**config.mk**
```make
export PLATFORM = sky130hd
export DESIGN_NAME = apb_host_bridge
export DESIGN_NICKNAME = d
export VERILOG_FILES = /design/src/rtl/apb_host_bridge.sv
export SDC_FILE = /design/constraint.sdc
export NUM_CORES = 1
export LEC_CHECK = 0
export ABC_AREA = 1
export CORE_MARGIN = 5
export CORE_UTILIZATION = 44
export CTS_CLUSTER_DIAMETER = 120
export DETAILED_ROUTE_END_ITERATION = 12
export GPL_TIMING_DRIVEN = 1
export PLACE_DENSITY = 0.79
export SLEW_MARGIN = 15
export SYNTH_ARGS = -nofsm -noshare
export SYNTH_HDL_FRONTEND = slang
export SYNTH_SLANG_ARGS = --single-unit
```
**constraint.sdc**
```tcl
create_clock -name PCLK -period 2.1 [get_ports PCLK]
set_input_delay 0.63 -clock PCLK [delete_from_list [all_inputs] [get_ports PCLK]]
set_output_delay 0.63 -clock PCLK [all_outputs]
set_load 0.005 [all_outputs]
```
**src/rtl/apb_host_bridge.sv**
```systemverilog
// APB master bridge: turns a valid/ready host command into APB SETUP/ACCESS
// cycles with one-hot slave decode, wait-state timeout and a one-cycle response.
module apb_host_bridge #(
  parameter int unsigned NUM_SLAVES     = 16,
  parameter int unsigned SEL_LSB        = 12,
  parameter int unsigned TIMEOUT_CYCLES = 255
) (
  input  logic        PCLK,
  input  logic        PRESETn,
  input  logic        req_valid,
  output logic        req_ready,
  input  logic        req_write,
  input  logic [15:0] req_addr,
  input  logic [15:0] req_wdata,
  output logic        rsp_valid,
  output logic [15:0] rsp_rdata,
  output logic        rsp_timeout,
  output logic        rsp_decerr,
  output logic [15:0] PADDR,
  output logic [15:0] PWDATA,
  output logic        PWRITE,
  output logic [15:0] PSEL,
  output logic        PENABLE,
  input  logic [15:0] PRDATA,
  input  logic        PREADY
);

  localparam int unsigned CNT_W = (TIMEOUT_CYCLES > 255) ? $clog2(TIMEOUT_CYCLES + 1) : 8;
  localparam logic [CNT_W-1:0] CNT_MAX = '1;
  localparam logic [CNT_W-1:0] CNT_LIM = CNT_W'(TIMEOUT_CYCLES);

  localparam logic [1:0] IDLE   = 2'd0;
  localparam logic [1:0] SETUP  = 2'd1;
  localparam logic [1:0] ACCESS = 2'd2;

  logic [1:0]       r_state,       w_state_nxt;
  logic [CNT_W-1:0] r_wait_cnt,    w_wait_cnt_nxt;
  logic             r_req_ready,   w_req_ready_nxt;
  logic [15:0]      r_paddr,       w_paddr_nxt;
  logic [15:0]      r_pwdata,      w_pwdata_nxt;
  logic             r_pwrite,      w_pwrite_nxt;
  logic [15:0]      r_psel,        w_psel_nxt;
  logic             r_penable,     w_penable_nxt;
  logic             r_rsp_valid,   w_rsp_valid_nxt;
  logic [15:0]      r_rsp_rdata,   w_rsp_rdata_nxt;
  logic             r_rsp_timeout, w_rsp_timeout_nxt;
  logic             r_rsp_decerr,  w_rsp_decerr_nxt;

  logic [3:0]       w_idx;
  logic             w_idx_ok;
  logic [CNT_W-1:0] w_cnt_inc;
  logic             w_timeout_hit;

  assign w_idx         = req_addr[SEL_LSB +: 4];
  assign w_idx_ok      = (32'(w_idx) < NUM_SLAVES);
  assign w_cnt_inc     = (r_wait_cnt == CNT_MAX) ? r_wait_cnt : r_wait_cnt + CNT_W'(1);
  assign w_timeout_hit = (TIMEOUT_CYCLES != 0) && (w_cnt_inc == CNT_LIM);

  // Next-state and next-output decode; response fields default to a cleared pulse.
  always_comb begin
    w_state_nxt       = r_state;
    w_wait_cnt_nxt    = r_wait_cnt;
    w_paddr_nxt       = r_paddr;
    w_pwdata_nxt      = r_pwdata;
    w_pwrite_nxt      = r_pwrite;
    w_psel_nxt        = r_psel;
    w_penable_nxt     = r_penable;
    w_rsp_valid_nxt   = 1'b0;
    w_rsp_rdata_nxt   = 16'd0;
    w_rsp_timeout_nxt = 1'b0;
    w_rsp_decerr_nxt  = 1'b0;
    case (r_state)
      IDLE: begin
        if (req_valid && r_req_ready) begin
          w_paddr_nxt   = req_addr;
          w_pwdata_nxt  = req_wdata;
          w_pwrite_nxt  = req_write;
          w_penable_nxt = 1'b0;
          if (w_idx_ok) begin
            w_psel_nxt  = 16'd1 << w_idx;
            w_state_nxt = SETUP;
          end else begin
            w_psel_nxt       = 16'd0;
            w_rsp_valid_nxt  = 1'b1;
            w_rsp_decerr_nxt = 1'b1;
          end
        end
      end
      SETUP: begin
        w_penable_nxt = 1'b1;
        w_state_nxt   = ACCESS;
      end
      ACCESS: begin
        if (PREADY) begin
          w_psel_nxt      = 16'd0;
          w_penable_nxt   = 1'b0;
          w_wait_cnt_nxt  = '0;
          w_state_nxt     = IDLE;
          w_rsp_valid_nxt = 1'b1;
          w_rsp_rdata_nxt = r_pwrite ? 16'd0 : PRDATA;
        end else if (w_timeout_hit) begin
          w_psel_nxt        = 16'd0;
          w_penable_nxt     = 1'b0;
          w_wait_cnt_nxt    = '0;
          w_state_nxt       = IDLE;
          w_rsp_valid_nxt   = 1'b1;
          w_rsp_timeout_nxt = 1'b1;
        end else begin
          w_wait_cnt_nxt = w_cnt_inc;
        end
      end
      default: begin
        w_psel_nxt     = 16'd0;
        w_penable_nxt  = 1'b0;
        w_wait_cnt_nxt = '0;
        w_state_nxt    = IDLE;
      end
    endcase
    w_req_ready_nxt = (w_state_nxt == IDLE);
  end

  // State and registered outputs; reset drops the bus immediately.
  always_ff @(posedge PCLK or negedge PRESETn) begin
    if (!PRESETn) begin
      r_state       <= IDLE;
      r_wait_cnt    <= '0;
      r_req_ready   <= 1'b1;
      r_paddr       <= 16'd0;
      r_pwdata      <= 16'd0;
      r_pwrite      <= 1'b0;
      r_psel        <= 16'd0;
      r_penable     <= 1'b0;
      r_rsp_valid   <= 1'b0;
      r_rsp_rdata   <= 16'd0;
      r_rsp_timeout <= 1'b0;
      r_rsp_decerr  <= 1'b0;
    end else begin
      r_state       <= w_state_nxt;
      r_wait_cnt    <= w_wait_cnt_nxt;
      r_req_ready   <= w_req_ready_nxt;
      r_paddr       <= w_paddr_nxt;
      r_pwdata      <= w_pwdata_nxt;
      r_pwrite      <= w_pwrite_nxt;
      r_psel        <= w_psel_nxt;
      r_penable     <= w_penable_nxt;
      r_rsp_valid   <= w_rsp_valid_nxt;
      r_rsp_rdata   <= w_rsp_rdata_nxt;
      r_rsp_timeout <= w_rsp_timeout_nxt;
      r_rsp_decerr  <= w_rsp_decerr_nxt;
    end
  end

  assign req_ready   = r_req_ready;
  assign PADDR       = r_paddr;
  assign PWDATA      = r_pwdata;
  assign PWRITE      = r_pwrite;
  assign PSEL        = r_psel;
  assign PENABLE     = r_penable;
  assign rsp_valid   = r_rsp_valid;
  assign rsp_rdata   = r_rsp_rdata;
  assign rsp_timeout = r_rsp_timeout;
  assign rsp_decerr  = r_rsp_decerr;

endmodule

```
==> results of run 1 <==
==> layer usage <==
layer / part of all wire [%] / wire length (um) / up-vias / track usage (%)
met1: 42 / 3370 / 1318 / 21.8
met5: 0 / 0 / - / 0
li1: - / - / 1441 / -
met4: 1.7 / 136 / 0 / 6.37
met2: 50 / 3990 / 83 / 29.4
met3: 6.3 / 507 / 13 / 6.26
==> flip-flops by register name (all words and copies together) (netlist names) <==
signal / count
PENABLE: 1
PWDATA: 16
PADDR: 16
rsp_timeout: 1
r_wait_cnt: 8
req_ready: 1
rsp_valid: 1
r_state: 2
PWRITE: 1
PSEL: 16
rsp_rdata: 16
==> what timing repair did <==
action,in CTS,in global routing
hold buffers,0,0
endpoints found under the setup margin,0,17
resized for setup,0,2
setup buffers,0,2
==> metrics by stage <==
step,util [%],instance area [um2]
after global placement,64.1,4680
after global routing,67.8,4940
after detailed placement,64.1,4680
after floorplan,-,3320
after CTS,67.5,4920
final,67.8,4940
==> how the worst max path moves through the flow <==
stage,to,slack [ps],cells past startpoint
3_3_place_gp,PADDR[12],150,6
4_1_cts,req_ready,50,1
6_report,req_ready,80,1
3_5_place_dp,PADDR[15],80,6
5_1_grt,PSEL[11],30,12
2_1_floorplan,PSEL[10],310,13
==> power by group <==
part | internal (uW) | switching, uW | total (uW)
Combinational | 1130 | 1030 | 2160
Sequential | 1970 | 249 | 2210
Clock | 794 | 563 | 1360
Total | 3880 | 1850 | 5730
==> synth_stat cells <==
cell type	n
o21ai_1	1
or2_2	1
buf_6	2
clkbuf_1	11
inv_1	14
buf_1	1
nand2_1	158
a21oi_1	1
dfrtp_1	78
nand4_1	1
nor3b_1	16
nor2_1	23
nand2_2	3
xnor2_1	1
conb_1	1
buf_4	2
dfstp_2	1
ha_1	1
o22ai_1	3
nor2_2	2
o21ai_2	1
nor3_1	2
nand3_1	38
nand2_4	3
inv_2	1
o21ai_0	8
nor2_4	1
or2_1	1
o21bai_1	1
==> logic make-up (layout without fill, tap and decap cells) <==
group | after synthesis | count (layout) | share of synthesized area, %
buf+inv | 31 | 164 | 4.18
xor+xnor | 1 | 1 | 0.264
fa+ha+maj | 1 | 1 | 0.377
compound gates | 15 | 15 | 2.56
other cells | 1 | 1 | 0.113
simple gates | 249 | 249 | 33.0
flops | 79 | 79 | 59.5
==> layout make-up <==
class | count | area share (%)
Timing Repair Buffer | 133 | 26.8
Tap cell | 99 | 2.51
Clock buffer | 9 | 2.51
Multi-Input combinational cell | 267 | 24.6
Clock inverter | 7 | 2.43
Sequential cell | 79 | 40.0
Inverter | 15 | 1.14
==> run_results.csv, run 1 <==
group,metric,value,unit
worst_setup_path,path_cells,"clkdlybuf4s50_1",
cts,clock_latency,340,ps
drt,ant_nets,0,
sta,worst_pin_slew,556,ps
drt,viasPerCell,4.69,
cts,cts_max_path_buffers,2,
job,cap_viol_max_count,0,
worst_setup_path,cp-start-kind,"register",
drt,drt-pass1-iter-count,5,
sta,maxSlewViolCount,0,
yosys,synth_area,0.00332,mm2
yosys,synth_seq_area_share,59.5,%
power_and_ir_drop,pwr_density_cell,1160,mW/mm2
worst_setup_path,critPathKind,"reg -> out",
worst_setup_path,critPathTopFamily,"flip-flops",
yosys,synth_top_area_share,58.8,%
floorplan,core,0.00729,mm2
global_route,antenna_found_initial,0,
cells_and_area,fillers,614,
placement,dp_hpwl,6030,um
cells_and_area,multiInputGateArea,0.00122,mm2
placement,portBuffers,121,
sta,hold_viol_final,0,
sta,setup_ws,79.3,ps
floorplan,die_h,96.9,um
sta,grt_setup_unrepaired,"false",
yosys,synth_top_cell_by_area,"dfrtp_1",
cells_and_area,final_cell_mix,"158 x nand2_1, 120 x clkdlybuf4s50_1, 78 x dfrtp_1",
cts,htree_num_levels,3,
placement,place.gp.congestion,0.864,
cts,path_clk_slew,90,ps
floorplan,ios,123,
yosys,syn_area_per_cell,8.81,um2
placement,pre_cts_ws,80.7,ps
sta,fin_skew,8.09,ps
worst_setup_path,cp_max_fo,2,
cts,cts-root-buf,"clkbuf_8",
cells_and_area,final_common_cell,"nand2_1",
sta,max_clock_freq,495,MHz
cells_and_area,layout-drive-gt1-share,8.63,%
drt,drt_iter0_markers,157,
outcome,status,"finished clean",
sta,setup_viol,0,
worst_setup_path,crit_required,1470,ps
sta,fin_setup_tns,0,ps
worst_setup_path,crit_path_top_delay_cell,"dfstp_2",
worst_setup_path,timing.rr.start,"r_wait_cnt[1]",
sta,period_needed,2020,ps
global_route,gr-total-overflow,0,
worst_setup_path,r2r-end,"PSEL[11]",
global_route,grt_pass1_wl,14000,um
yosys,yosysWarnings,0,
drt,num_vias,2855,
worst_setup_path,end_kind,"primary output",
cells_and_area,final-seq-area,0.00198,mm2
cells_and_area,fin_cells,609,
worst_setup_path,crit_start,"req_ready",
floorplan,start_util,45.6,%
cells_and_area,fin_nets,559,
worst_setup_path,max_stage_delay,530,ps
power_and_ir_drop,peakVddDrop,0.719,mV
yosys,syn_inst,377,
sta,final.period_utilization,96.2,%
worst_setup_path,rrSetupSlack,260,ps
power_and_ir_drop,power,5730,uW
cts,cts_tree,"yes",
sta,maxSlewHeadroom,62.9,%
placement,dpl.cell_count,591,
drt,wl_per_cell,13.2,um
drt,wl,8010,um
floorplan,fp-row-count,31,
worst_setup_path,r2r_cells,12,
worst_setup_path,critPathArrivalTime,1390,ps
drt,drc_errors,0,
worst_hold_path,min_path_type,"in -> async",
global_route,grt_pass1_vias,2928,
floorplan,die_area,0.00939,mm2
yosys,yosys-top-cells-area,"dfrtp_1 59%, nand2_1 18%, nand3_1 5.7%",
cts,cts_sinks,79,
worst_setup_path,crit_buf_inv,1,
global_route,track_usage,17.9,%
global_route,grt_start_max_net_pins,38,
cells_and_area,n_antenna_cell,0,
yosys,synth.distinct_cells,29,
power_and_ir_drop,p_leak,0.00237,uW
cts,numCtsBuffers,9,
cells_and_area,area_growth,48.8,%
yosys,postSynthNetCount,431,
floorplan,die_x,96.9,um
yosys,synth-seq-cells,79,
sta,hold_slack,230,ps
Note: power is estimated with default switching activity, not from simulation.
==> run 2, diff against run 1 <==
CORE_ASPECT_RATIO = 1.25   (was unset)
CORE_MARGIN = unset   (was 5)
SKIP_CTS_REPAIR_TIMING = 1   (was unset)
==> run 2 against run 1 <==
Compared with the run above: non-clock buffer count down 1; global-route usage increased by 3.1 points; clock skew rose by 1.2 ps; core utilization down 1.2 points; register-to-register slack worse by 50 ps; fmax rose by 0.24%; via count is 0.53% lower; setup slack improved by 4.9 ps; sequential share of layout area up 0.39 points; wire length decreased by 4.2%; critical path type unchanged; critical endpoint unchanged; highest routed layer unchanged.
==> run_results.csv, run 2 (synthesis results as in run 1) <==
group,metric,value,unit
outcome,status,"finished clean",
worst_setup_path,crit_required,1470,ps
drt,met1_length,3180,um
cts,htree_num_levels,3,
drt,top_layer,"met4",
power_and_ir_drop,p_sw,1800,uW
floorplan,die_x,79.7,um
drt,drc_errors,0,
sta,fin_skew,9.33,ps
cells_and_area,final_common_cell,"nand2_1",
global_route,track_usage,21.0,%
drt,ant_nets,0,
cts,cts-root-buf,"clkbuf_8",
power_and_ir_drop,intPower,3860,uW
sta,maxSlewHeadroom,64.8,%
power_and_ir_drop,p_leak,0.00235,uW
global_route,grt_start_max_net_pins,38,
drt,num_vias,2840,
cts,clock_latency,350,ps
placement,portBuffers,121,
placement,place.gp.congestion,0.873,
floorplan,die_h,99.1,um
sta,grt_setup_unrepaired,"false",
cells_and_area,fin_nets,558,
worst_setup_path,cp_num_cells,1,
sta,fin_setup_tns,0,ps
cts,cts_max_path_buffers,2,
cts,numCtsBuffers,9,
power_and_ir_drop,peakVddDrop,0.762,mV
worst_setup_path,crit_start,"req_ready",
cells_and_area,layout-drive-gt1-share,8.06,%
floorplan,core,0.00736,mm2
worst_hold_path,min_path_type,"in -> async",
floorplan,die_area,0.00790,mm2
global_route,grt_pass1_wl,12900,um
drt,wl_per_cell,12.8,um
sta,max_clock_freq,496,MHz
floorplan,start_util,45.2,%
drt,wl_met2,4030,um
power_and_ir_drop,p_sw_share,31.8,%
power_and_ir_drop,seqPwrFrac,39.3,%
global_route,antenna_found_initial,0,
sta,final.period_utilization,96.0,%
cells_and_area,area_growth,47.4,%
drt,wl_met3,355,um
cts,cts_sinks,79,
worst_setup_path,r2r_cells,12,
job,cap_viol_max_count,0,
sta,maxSlewViolCount,0,
drt,drt_iter0_markers,218,
worst_setup_path,crit_buf_inv,1,
floorplan,ios,123,
worst_setup_path,rrSetupSlack,210,ps
sta,period_needed,2020,ps
global_route,grt_pass1_vias,2832,
drt,viasPerCell,4.73,
cells_and_area,n_antenna_cell,0,
power_and_ir_drop,pwr_density_cell,1160,mW/mm2
sta,worst_pin_slew,527,ps
power_and_ir_drop,p_comb_share,37.3,%
worst_setup_path,crit_path_top_delay_cell,"dfstp_2",
placement,dp_hpwl,5740,um
cts,path_clk_slew,80,ps
cells_and_area,fillers,621,
sta,setup_viol,0,
worst_setup_path,cp_max_fo,2,
floorplan,fp-row-count,35,
worst_setup_path,critPathTopFamily,"flip-flops",
worst_setup_path,end_kind,"primary output",
sta,hold_viol_final,0,
worst_setup_path,max_stage_delay,540,ps
drt,wl,7680,um
worst_setup_path,critPathKind,"reg -> out",
worst_setup_path,critPathArrivalTime,1390,ps
cells_and_area,fin_util,66.5,%
global_route,gr-total-overflow,0,
cts,cts_tree,"yes",
power_and_ir_drop,clkPwrFrac,23.4,%
worst_setup_path,cp-start-kind,"register",
worst_setup_path,timing.rr.start,"r_wait_cnt[1]",
cells_and_area,final_cell_mix,"158 x nand2_1, 120 x clkdlybuf4s50_1, 78 x dfrtp_1",
worst_setup_path,path_cells,"clkdlybuf4s50_1",
drt,drt-pass1-iter-count,4,
[run 2: cell count changes in the layout (fill, tap and decap cells not counted)]
cell and change:
buf_12 -2, clkinv_2 -1, clkinv_4 -1, buf_4 +1, clkbuf_1 +2
[run 2: cell type report]
| cell class | count | area, um2 | share of cell area, % |
|---|---|---|---|
| Clock inverter | 5 | 106 | 2.17 |
| Timing Repair Buffer | 132 | 1290 | 26.4 |
| Inverter | 15 | 56.3 | 1.15 |
| Clock buffer | 11 | 131 | 2.68 |
| Sequential cell | 79 | 1980 | 40.4 |
| Tap cell | 92 | 115 | 2.35 |
| Multi-Input combinational cell | 267 | 1220 | 24.9 |
[run 2: metal layers]
metal,vias up,global-route usage (%)
met5,-,0
met4,0,8.25
met3,12,3.85
met2,83,35.5
met1,1299,26.4
li1,1446,-
[run 2: worst paths after layout]
path                                 end
setup / recovery               req_ready
hold / removal             rsp_rdata[14]
setup reg to reg                 PSEL[8]
hold reg to reg                 PSEL[14]
max in group asynchronous  r_wait_cnt[2]
min in group PCLK               PSEL[14]
[run 2: per-stage QoR]
stage / hold slack (ps) / setup WS, ps / power [uW] / std cells / cell area (um2)
3_5_place_dp: 461 / 91.1 / 4370 / 585 / 4650
6_report: 205 / 84.2 / 5660 / 601 / 4900
5_1_grt: 213 / 38.5 / 6060 / 601 / 4900
2_1_floorplan: 334 / 307 / 3180 / 377 / 3320
3_3_place_gp: 455 / 165 / 4310 / 585 / 4650
4_1_cts: 205 / 56.6 / 5720 / 601 / 4890
[run 2: power by group through the flow]
| stage | logic (uW) | registers, uW | clock network (uW) |
|---|---|---|---|
| after CTS | 2140 | 2230 | 1360 |
| final | 2110 | 2220 | 1330 |
| after detailed placement | 2130 | 2240 | 0 |
| after floorplan | 927 | 2250 | 0 |
| after global placement | 2070 | 2240 | 0 |
| after global routing | 2350 | 2270 | 1440 |
